[config.mk]
export PLATFORM = sky130hd
export DESIGN_NAME = uart_receiver_cfg
export DESIGN_NICKNAME = d
export VERILOG_FILES = /design/src/rtl/uart_receiver_cfg.sv
export SDC_FILE = /design/constraint.sdc
export NUM_CORES = 1
export LEC_CHECK = 0
export CORE_MARGIN = 5
export CORE_UTILIZATION = 48
export CTS_CLUSTER_DIAMETER = 40
export DETAILED_ROUTE_END_ITERATION = 16
export HOLD_SLACK_MARGIN = 0.06
export PLACE_DENSITY = 0.66
export SLEW_MARGIN = 20
export SYNTH_ARGS = -nofsm -noshare
export SYNTH_HDL_FRONTEND = slang
export SYNTH_SLANG_ARGS = --single-unit
[constraint.sdc]
create_clock -name clk -period 2.75 [get_ports clk]
set_clock_uncertainty 0.1 [all_clocks]
set_input_delay 0.4125 -clock clk [delete_from_list [all_inputs] [get_ports clk]]
set_output_delay 0.4125 -clock clk [all_outputs]
set_load 0.02 [all_outputs]
[src/rtl/uart_receiver_cfg.sv]
// Configurable UART receiver for the comm clock domain: 5-9 data bits, optional parity,
// 1-2 stop bits, with synchroniser/majority-vote front end and parity/frame/break reporting.
module uart_receiver_cfg #(
    parameter int comm_clk_frequency = 75000000,
    parameter int baud_rate          = 115200,
    parameter int data_bits          = 8,
    parameter int parity_mode        = 0,
    parameter int stop_bits          = 1
) (
    input  logic                 clk,
    input  logic                 rst_n,
    input  logic                 uart_rx,
    output logic                 tx_new_byte,
    output logic [data_bits-1:0] tx_byte,
    output logic                 tx_parity_err,
    output logic                 tx_frame_err,
    output logic                 tx_break
);

    localparam int          DelayInt   = comm_clk_frequency / baud_rate - 1;
    localparam logic [15:0] BaudDelay  = 16'(DelayInt);
    localparam logic [15:0] HalfDelay  = BaudDelay >> 1;
    localparam logic [3:0]  LastBit    = 4'(data_bits - 1);
    localparam logic        LastStop   = (stop_bits == 2);

    if (data_bits < 5 || data_bits > 9 || parity_mode < 0 || parity_mode > 2 ||
        stop_bits < 1 || stop_bits > 2) begin : g_param_check
        $error("uart_receiver_cfg: illegal data_bits/parity_mode/stop_bits");
    end

    typedef enum logic [2:0] {IDLE, START, DATA, PARITY, STOP, BREAK} state_e;

    state_e               state_q, state_d;
    logic [1:0]           sync_q;
    logic [1:0]           vote_q;
    logic                 rx_q, old_rx_q;
    logic [15:0]          cnt_q, cnt_d;
    logic [3:0]           bit_q, bit_d;
    logic                 stop_q, stop_d;
    logic [data_bits-1:0] data_q, data_d;
    logic                 par_bit_q, par_bit_d;
    logic                 perr_q, perr_d;
    logic                 ferr_q, ferr_d;
    logic                 new_q, new_d;
    logic [data_bits-1:0] byte_q, byte_d;
    logic                 out_perr_q, out_perr_d;
    logic                 out_ferr_q, out_ferr_d;
    logic                 brk_q, brk_d;
    logic                 vote, sample, ferr_now, exp_par;

    // Majority over the newest synchronised sample and the two before it
    assign vote     = (sync_q[1] & vote_q[0]) | (sync_q[1] & vote_q[1]) | (vote_q[0] & vote_q[1]);
    assign sample   = (cnt_q == HalfDelay);
    assign ferr_now = ferr_q | ~rx_q;
    assign exp_par  = (^data_q) ^ (parity_mode == 1);

    always_ff @(posedge clk or negedge rst_n) begin
        if (!rst_n) begin
            sync_q     <= 2'b11;
            vote_q     <= 2'b11;
            rx_q       <= 1'b1;
            old_rx_q   <= 1'b1;
            state_q    <= IDLE;
            cnt_q      <= '0;
            bit_q      <= '0;
            stop_q     <= 1'b0;
            data_q     <= '0;
            par_bit_q  <= 1'b0;
            perr_q     <= 1'b0;
            ferr_q     <= 1'b0;
            new_q      <= 1'b0;
            byte_q     <= '0;
            out_perr_q <= 1'b0;
            out_ferr_q <= 1'b0;
            brk_q      <= 1'b0;
        end else begin
            sync_q     <= {sync_q[0], uart_rx};
            vote_q     <= {vote_q[0], sync_q[1]};
            rx_q       <= vote;
            old_rx_q   <= rx_q;
            state_q    <= state_d;
            cnt_q      <= cnt_d;
            bit_q      <= bit_d;
            stop_q     <= stop_d;
            data_q     <= data_d;
            par_bit_q  <= par_bit_d;
            perr_q     <= perr_d;
            ferr_q     <= ferr_d;
            new_q      <= new_d;
            byte_q     <= byte_d;
            out_perr_q <= out_perr_d;
            out_ferr_q <= out_ferr_d;
            brk_q      <= brk_d;
        end
    end

    always_comb begin
        state_d    = state_q;
        cnt_d      = (cnt_q == BaudDelay) ? 16'd0 : 16'(cnt_q + 16'd1);
        bit_d      = bit_q;
        stop_d     = stop_q;
        data_d     = data_q;
        par_bit_d  = par_bit_q;
        perr_d     = perr_q;
        ferr_d     = ferr_q;
        new_d      = 1'b0;
        byte_d     = byte_q;
        out_perr_d = 1'b0;
        out_ferr_d = 1'b0;
        brk_d      = 1'b0;

        case (state_q)
            IDLE: begin
                if (old_rx_q && !rx_q) begin
                    cnt_d     = '0;
                    perr_d    = 1'b0;
                    ferr_d    = 1'b0;
                    par_bit_d = 1'b0;
                    state_d   = START;
                end
            end
            START: begin
                if (sample) begin
                    bit_d   = '0;
                    state_d = rx_q ? IDLE : DATA;
                end
            end
            DATA: begin
                if (sample) begin
                    data_d = {rx_q, data_q[data_bits-1:1]};
                    bit_d  = 4'(bit_q + 4'd1);
                    if (bit_q == LastBit) begin
                        stop_d  = 1'b0;
                        state_d = (parity_mode != 0) ? PARITY : STOP;
                    end
                end
            end
            PARITY: begin
                if (sample) begin
                    par_bit_d = rx_q;
                    if (rx_q != exp_par) perr_d = 1'b1;
                    stop_d    = 1'b0;
                    state_d   = STOP;
                end
            end
            STOP: begin
                if (sample) begin
                    ferr_d = ferr_now;
                    if (stop_q == LastStop) begin
                        // Break: all-zero data and parity with a low stop bit
                        if (data_q == '0 && !par_bit_q && ferr_now) begin
                            brk_d   = 1'b1;
                            state_d = BREAK;
                        end else begin
                            new_d      = 1'b1;
                            byte_d     = data_q;
                            out_perr_d = perr_q;
                            out_ferr_d = ferr_now;
                            state_d    = IDLE;
                        end
                    end else begin
                        stop_d = 1'b1;
                    end
                end
            end
            BREAK: begin
                if (rx_q) state_d = IDLE;
            end
            default: state_d = IDLE;
        endcase
    end

    assign tx_new_byte   = new_q;
    assign tx_byte       = byte_q;
    assign tx_parity_err = out_perr_q;
    assign tx_frame_err  = out_ferr_q;
    assign tx_break      = brk_q;

endmodule

== After elaboration in Yosys (flattened, before gate mapping) ==
Cells that the tools add are included.
Widths: inputs -> output; s select.

* Bitwise gates (word level): 9
* Add/subtract/negate cells: 2
* Muxes and demuxes: 47
* Reductions and logical operators: 20
* Eq/ne operators: 18

{| class="wikitable"
|+ Operator list
! operator !! count
|-
| $mux 16 || 3
|-
| $mux 3 || 9
|-
| $mux 1 || 26
|-
| $ne 2x2->1 const B || 9
|-
| $pmux 3 s6 || 1
|-
| $add 16x1->16 const B || 1
|-
| $eq 16x10->1 const B || 1
|-
| $eq 16x9->1 const B || 1
|-
| $reduce_and 3->1 || 3
|-
| $logic_not 8->1 || 1
|-
| $mux 4 || 2
|-
| $pmux 4 s2 || 1
|-
| $reduce_and 4->1 || 2
|-
| $reduce_and 8->1 || 1
|-
| $reduce_xor 8->1 || 1
|-
| $eq 3x2->1 const B || 2
|-
| $eq 3x3->1 const B || 2
|-
| $pmux 1 s2 || 3
|-
| $reduce_bool 2->1 || 3
|-
| $reduce_and 5->1 || 1
|-
| $add 4x1->4 const B || 1
|-
| $eq 4x3->1 const B || 1
|-
| $and 1x1->1 || 3
|-
| $eq 3x1->1 const B || 1
|-
| other kinds (10) || 17
|}

* Word-level logic and storage cells: 113
* Input port bits: 3
* Register bits after elaboration: 53
* Output and inout bits: 12

== Logic depth before layout (Yosys ltp) ==
* Word-level depth: 7
* Mapped depth: 7
* Mapped depth without buffers: 6

== Worst setup path before layout ==
Ideal clock, no wire load.

* Path kind: register to register
* Start: register cnt_q[1]
* End: register byte_q[0] (netlist: tx_byte[0])
* Library setup time: 0.125 ns
* Required time: 2.525 ns
* Path buffers: 1
* Clock period less this slack: 1.974 ns
* Cell stages (with the launch flop): 8
* Slack: 0.776 ns
* Arrival: 1.749 ns
* Cells stage by stage: dfrtp_1 inv_1 ha_1 and4b_1 nand4_2 or3_1 buf_6 mux2_4

* Word-level cells in the longest chain between the ends: 2

{| class="wikitable"
|+ Ends and longest elaborated chain
! what !! line !! RTL
|-
| start, declared || 37 || <nowiki>logic [15:0] cnt_q, cnt_d;</nowiki>
|-
| start signal, assigned || 82 || <nowiki>cnt_q <= cnt_d;</nowiki>
|-
| $eq 16x9->1 || 53 || <nowiki>assign sample = (cnt_q == HalfDelay);</nowiki>
|-
| $reduce_and 4->1 (no line) || - ||
|-
| end signal, assigned || 90 || <nowiki>byte_q <= byte_d;</nowiki>
|-
| end, declared || 45 || <nowiki>logic [data_bits-1:0] byte_q, byte_d;</nowiki>
|}

Every way passes these cells.
A chain may end at the register's enable or synchronous reset.

== Worst setup path after layout ==
* Start: register cnt_q[1]
* End: register byte_q[6] (netlist: tx_byte[6])

The elaborated chain is that of the path after synthesis.

==> Flow_metrics.wiki <==
{| class="wikitable"
! Metric !! Value
|-
| Arrival time of the worst setup path || around 2.4 ns
|-
| PostCTS Resize Cnt || 0
|-
| Final Setup Violations || 0
|-
| Global-route wire length before repair || 8010 µm
|-
| Worst setup EP type || flop
|-
| Clock insertion delay at the later pin of the skew report || about 0.3 ns
|-
| Detailed placement HPWL || ~3200 µm
|-
| Met1 GRT Util || 19.6%
|-
| Number of design-rule violations left by the first detailed-router iteration || between 100 and 150
|-
| Worst Hold Path Cells || 0
|-
| IO buf count || 14
|-
| Synthesized Nets || roughly 240
|-
| Effective utilization at floorplan || between 40% and 50%
|-
| Nets@finish || approximately 260
|-
| Largest net degree at the start of global routing || 53
|-
| Worst slew margin relative to its limit || 68.2%
|-
| Worst setup slack after placement || ~0.46 ns
|-
| Met2 Use GR || between 20% and 30%
|-
| RSZ-0062 raised after global routing || false
|-
| Combinational Power Share || 15.0%
|-
| Reg-to-reg critical path endpoint || tx_byte[6]
|-
| Run status || completed
|-
| Number of design rule violations left after detail routing || 0
|-
| Average instance area after synthesis || between 10 and 15 µm²
|-
| Maximum level of the CTS H-tree || 2
|-
| Kind of cell adding the most delay to the critical path || simple AND/OR/NAND/NOR gates
|-
| Maximum frequency from static timing analysis || roughly 440 MHz
|-
| Critical Path Start Type || flop
|-
| 1st-pass router iterations || 4
|-
| Post-detailed-route via-to-cell ratio || between 5 and 6
|-
| Top FF cell, synth || dfrtp_1
|-
| Worst reg-to-reg path cell count || 6
|-
| Total congestion overflow after global routing || 0
|-
| Synth Cell Area || around 2600 µm²
|-
| Fill cell total of the finished layout || about 470
|-
| Shortest period the worst path allows || roughly 2.3 ns
|-
| Post-Route Utilization || a little under three fifths
|-
| Setup Crit Path Kind || flop to flop
|-
| Ys Warns || 0
|-
| Crit path largest cell delay || 0.59 ns
|-
| Core outline area || 5140 µm²
|-
| MaxCap Viol Count || 0
|-
| Number of placement rows || 26
|-
| Hold_ws || between 0.2 and 0.3 ns
|-
| Total CTS buffers || 5
|-
| Die height || around 83 µm
|-
| Synthesized netlist cell count || about 230
|-
| Proportion of power drawn by the clock network || between 20% and 30%
|-
| Sequential fraction of the synthesis area || 51.3%
|-
| Number of buffers added for setup after CTS || 0
|-
| Area added between synthesis and finish || 12.7%
|-
| Clk Tree Root Cell || clkbuf_8
|-
| Period Utilization, post-route || 82.3%
|-
| Clk buf depth || 2
|-
| Number of global-route vias before repair || roughly 1.7k
|-
| Setup tns final || 0 ns
|-
| Worst-path fanout max || 8
|-
| Vias || 1,722
|-
| Proportion of layout cells with a drive suffix above 1 || between 10% and 20%
|-
| Endpoint of the worst hold-timing path || sync_q[1]
|-
| Max IR drop VDD || 0.000429 V
|-
| Hold buffers post-CTS || 1
|-
| Setup slack of the critical path after layout || ~0.49 ns
|-
| Post-synth EDFFs || 0
|-
| Slew at the pin closest to its max-slew limit || around 0.48 ns
|-
| Path class of the lowest-slack min-delay path || flop to flop
|-
| Fraction of power spent switching nets || between 20% and 30%
|-
| Power density over the cells || around 550 nW/µm²
|-
| Number of distinct library cells after synthesis || 49
|-
| Total wirelength of the detailed-routed design || between 4000 and 5000 µm
|-
| Total Die Area || between 6000 and 7000 µm²
|-
| GR Util met3 || between 3 and 4%
|-
| Sink count of the clock tree || 52
|-
| Share of synthesized registers carrying an async set or reset || 100%
|-
| Cell breakdown of the critical path || inv_1, ha_1, and4b_1, nand4_2, or3_1, mux2_4
|-
| Top-Level Pins || 15
|-
| Required time of the critical path || between 2 and 3 ns
|-
| Chip Width || 82.9 µm
|-
| Worst path slowest cell || or3_1
|-
| Clock tree from TritonCTS || done
|-
| Drt wl/cell || ~14 µm
|-
| Part of the power in registers || 57.6%
|-
| Cell Count Post-Placement || slightly above 300
|-
| Internal power consumption || between 0.001 and 0.0015 W
|-
| Layer carrying the most global-route usage || met2
|-
| Number of pins exceeding their max-slew limit in the final report || 0
|-
| Switching Power || between 0.0004 and 0.0005 W
|-
| Post-synthesis sequential element count || 52
|-
| Number of standard cells in the final layout excluding fillers || 318
|-
| Critical hold path startpoint || sync_q[0]
|-
| Total track usage || roughly 14%
|-
| Antenna violations before repair || 0
|-
| Startpoint of the most critical register-to-register path || cnt_q[1]
|-
| Slack of the worst reg-to-reg path || 0.49 ns
|-
| Hold violation count in the final report || 0
|-
| Cell leakage power || about 1.3 nW
|-
| Number of nets still failing antenna checks after routing || 0
|-
| Antenna fix cells || 0
|-
| WP buf/inv || 1
|-
| Routability-driven placement congestion ratio || just under 0.8
|-
| CTS clk-pin slew, worst paths || around 0.090 ns
|}
[cell usage after synthesis (3+ instances only)]
cell type / instances / area, µm²
dfrtp_1: 46 / 1150
o21ai_0: 6 / 30.0
ha_1: 8 / 100
xor2_1: 4 / 35.0
nor3_1: 5 / 25.0
a21oi_1: 9 / 45.0
nand3_1: 7 / 35.0
nand4_1: 6 / 37.5
buf_2: 3 / 15.0
nor2_1: 18 / 67.6
mux2_4: 8 / 120
dfstp_2: 6 / 158
xnor2_1: 9 / 78.8
or3_1: 9 / 56.3
nand2_1: 14 / 52.6
mux2i_1: 9 / 90.1
o31ai_1: 5 / 37.5
or4_1: 3 / 22.5
inv_1: 14 / 52.6
o211ai_1: 4 / 30.0
[cell families (layout without fill, tap and decap cells)]
logic type,Yosys count,after routing,synth area share [%]
simple gates,86,86,20.5
flops,52,52,51.3
compound gates,31,31,7.75
buf+inv,20,40,3.38
mux,17,17,8.24
xor+xnor,13,13,4.46
fa+ha+maj,9,9,4.32
[per-stage QoR]
step | power, W | instance area (µm²)
final | 0.00158 | 2870
after global routing | 0.00169 | 2870
after CTS | 0.00161 | 2870
after detailed placement | 0.00117 | 2780
after global placement | 0.00116 | 2780
after floorplan | 0.00109 | 2550
[cell type report]
type / count / area (µm²) / share of cell area [%]
timing repair buffer: 18 / 180 / 6.27
sequential: 52 / 1310 / 45.5
tap: 70 / 87.6 / 3.05
multi-input combinational: 156 / 1160 / 40.2
clock inverter: 2 / 16.3 / 0.566
inverter: 14 / 52.6 / 1.83
clock buffer: 6 / 72.6 / 2.53
[sequential cells by signal, indices dropped and copies added, names as in the netlist, 2 cells and up]
signal	flops
cnt_q	16
data_q	8
tx_byte	8
bit_q	4
state_q	3
sync_q	2
vote_q	2
[placed cells by master, fill, tap and decap left out, types with 7 or more instances in the layout]
cell | Yosys | final
dfrtp_1 | 46 | 46
nor2_1 | 18 | 18
inv_1 | 14 | 14
nand2_1 | 14 | 14
clkdlybuf4s50_1 | 0 | 13
or3_1 | 9 | 9
a21oi_1 | 9 | 9
xnor2_1 | 9 | 9
mux2i_1 | 9 | 9
mux2_4 | 8 | 8
ha_1 | 8 | 8
nand3_1 | 7 | 7
[power groups by stage]
| stage | logic, W | clock network, W | registers [W] |
|---|---|---|---|
| 2_1_floorplan | 0.000186 | 0 | 0.000903 |
| 3_3_place_gp | 0.000233 | 0 | 0.000925 |
| 3_5_place_dp | 0.000242 | 0 | 0.000927 |
| 4_1_cts | 0.000243 | 0.000453 | 0.000913 |
| 5_1_grt | 0.000283 | 0.000486 | 0.000925 |
| 6_report | 0.000238 | 0.000433 | 0.000913 |
[worst max path at each step]
stage,from,endpoint,slack [ns],cells past startpoint
after global routing,cnt_q[1],tx_byte[4],0.34,6
after CTS,cnt_q[1],tx_byte[6],0.46,6
after detailed placement,cnt_q[1],tx_byte[3],0.46,6
after floorplan,cnt_q[1],tx_byte[0],0.78,7
final,cnt_q[1],tx_byte[6],0.49,6
after global placement,cnt_q[1],tx_byte[4],0.54,6
[metal layers]
metal	vias to the layer above	wire length (µm)	share of wire (%)
met5	-	0	0
met4	0	57	1.3
li1	855	-	-
met2	27	2030	46
met1	833	2130	48
met3	7	180	4.1
[worst register-to-register path, cell delays in order, from the launching register on]
cell,delay [ns]
dfrtp_1,0.43
inv_1,0.07
ha_1,0.13
and4b_1,0.26
nand4_2,0.21
or3_1,0.59
mux2_4,0.37
Note: power is estimated with default switching activity, not from simulation.
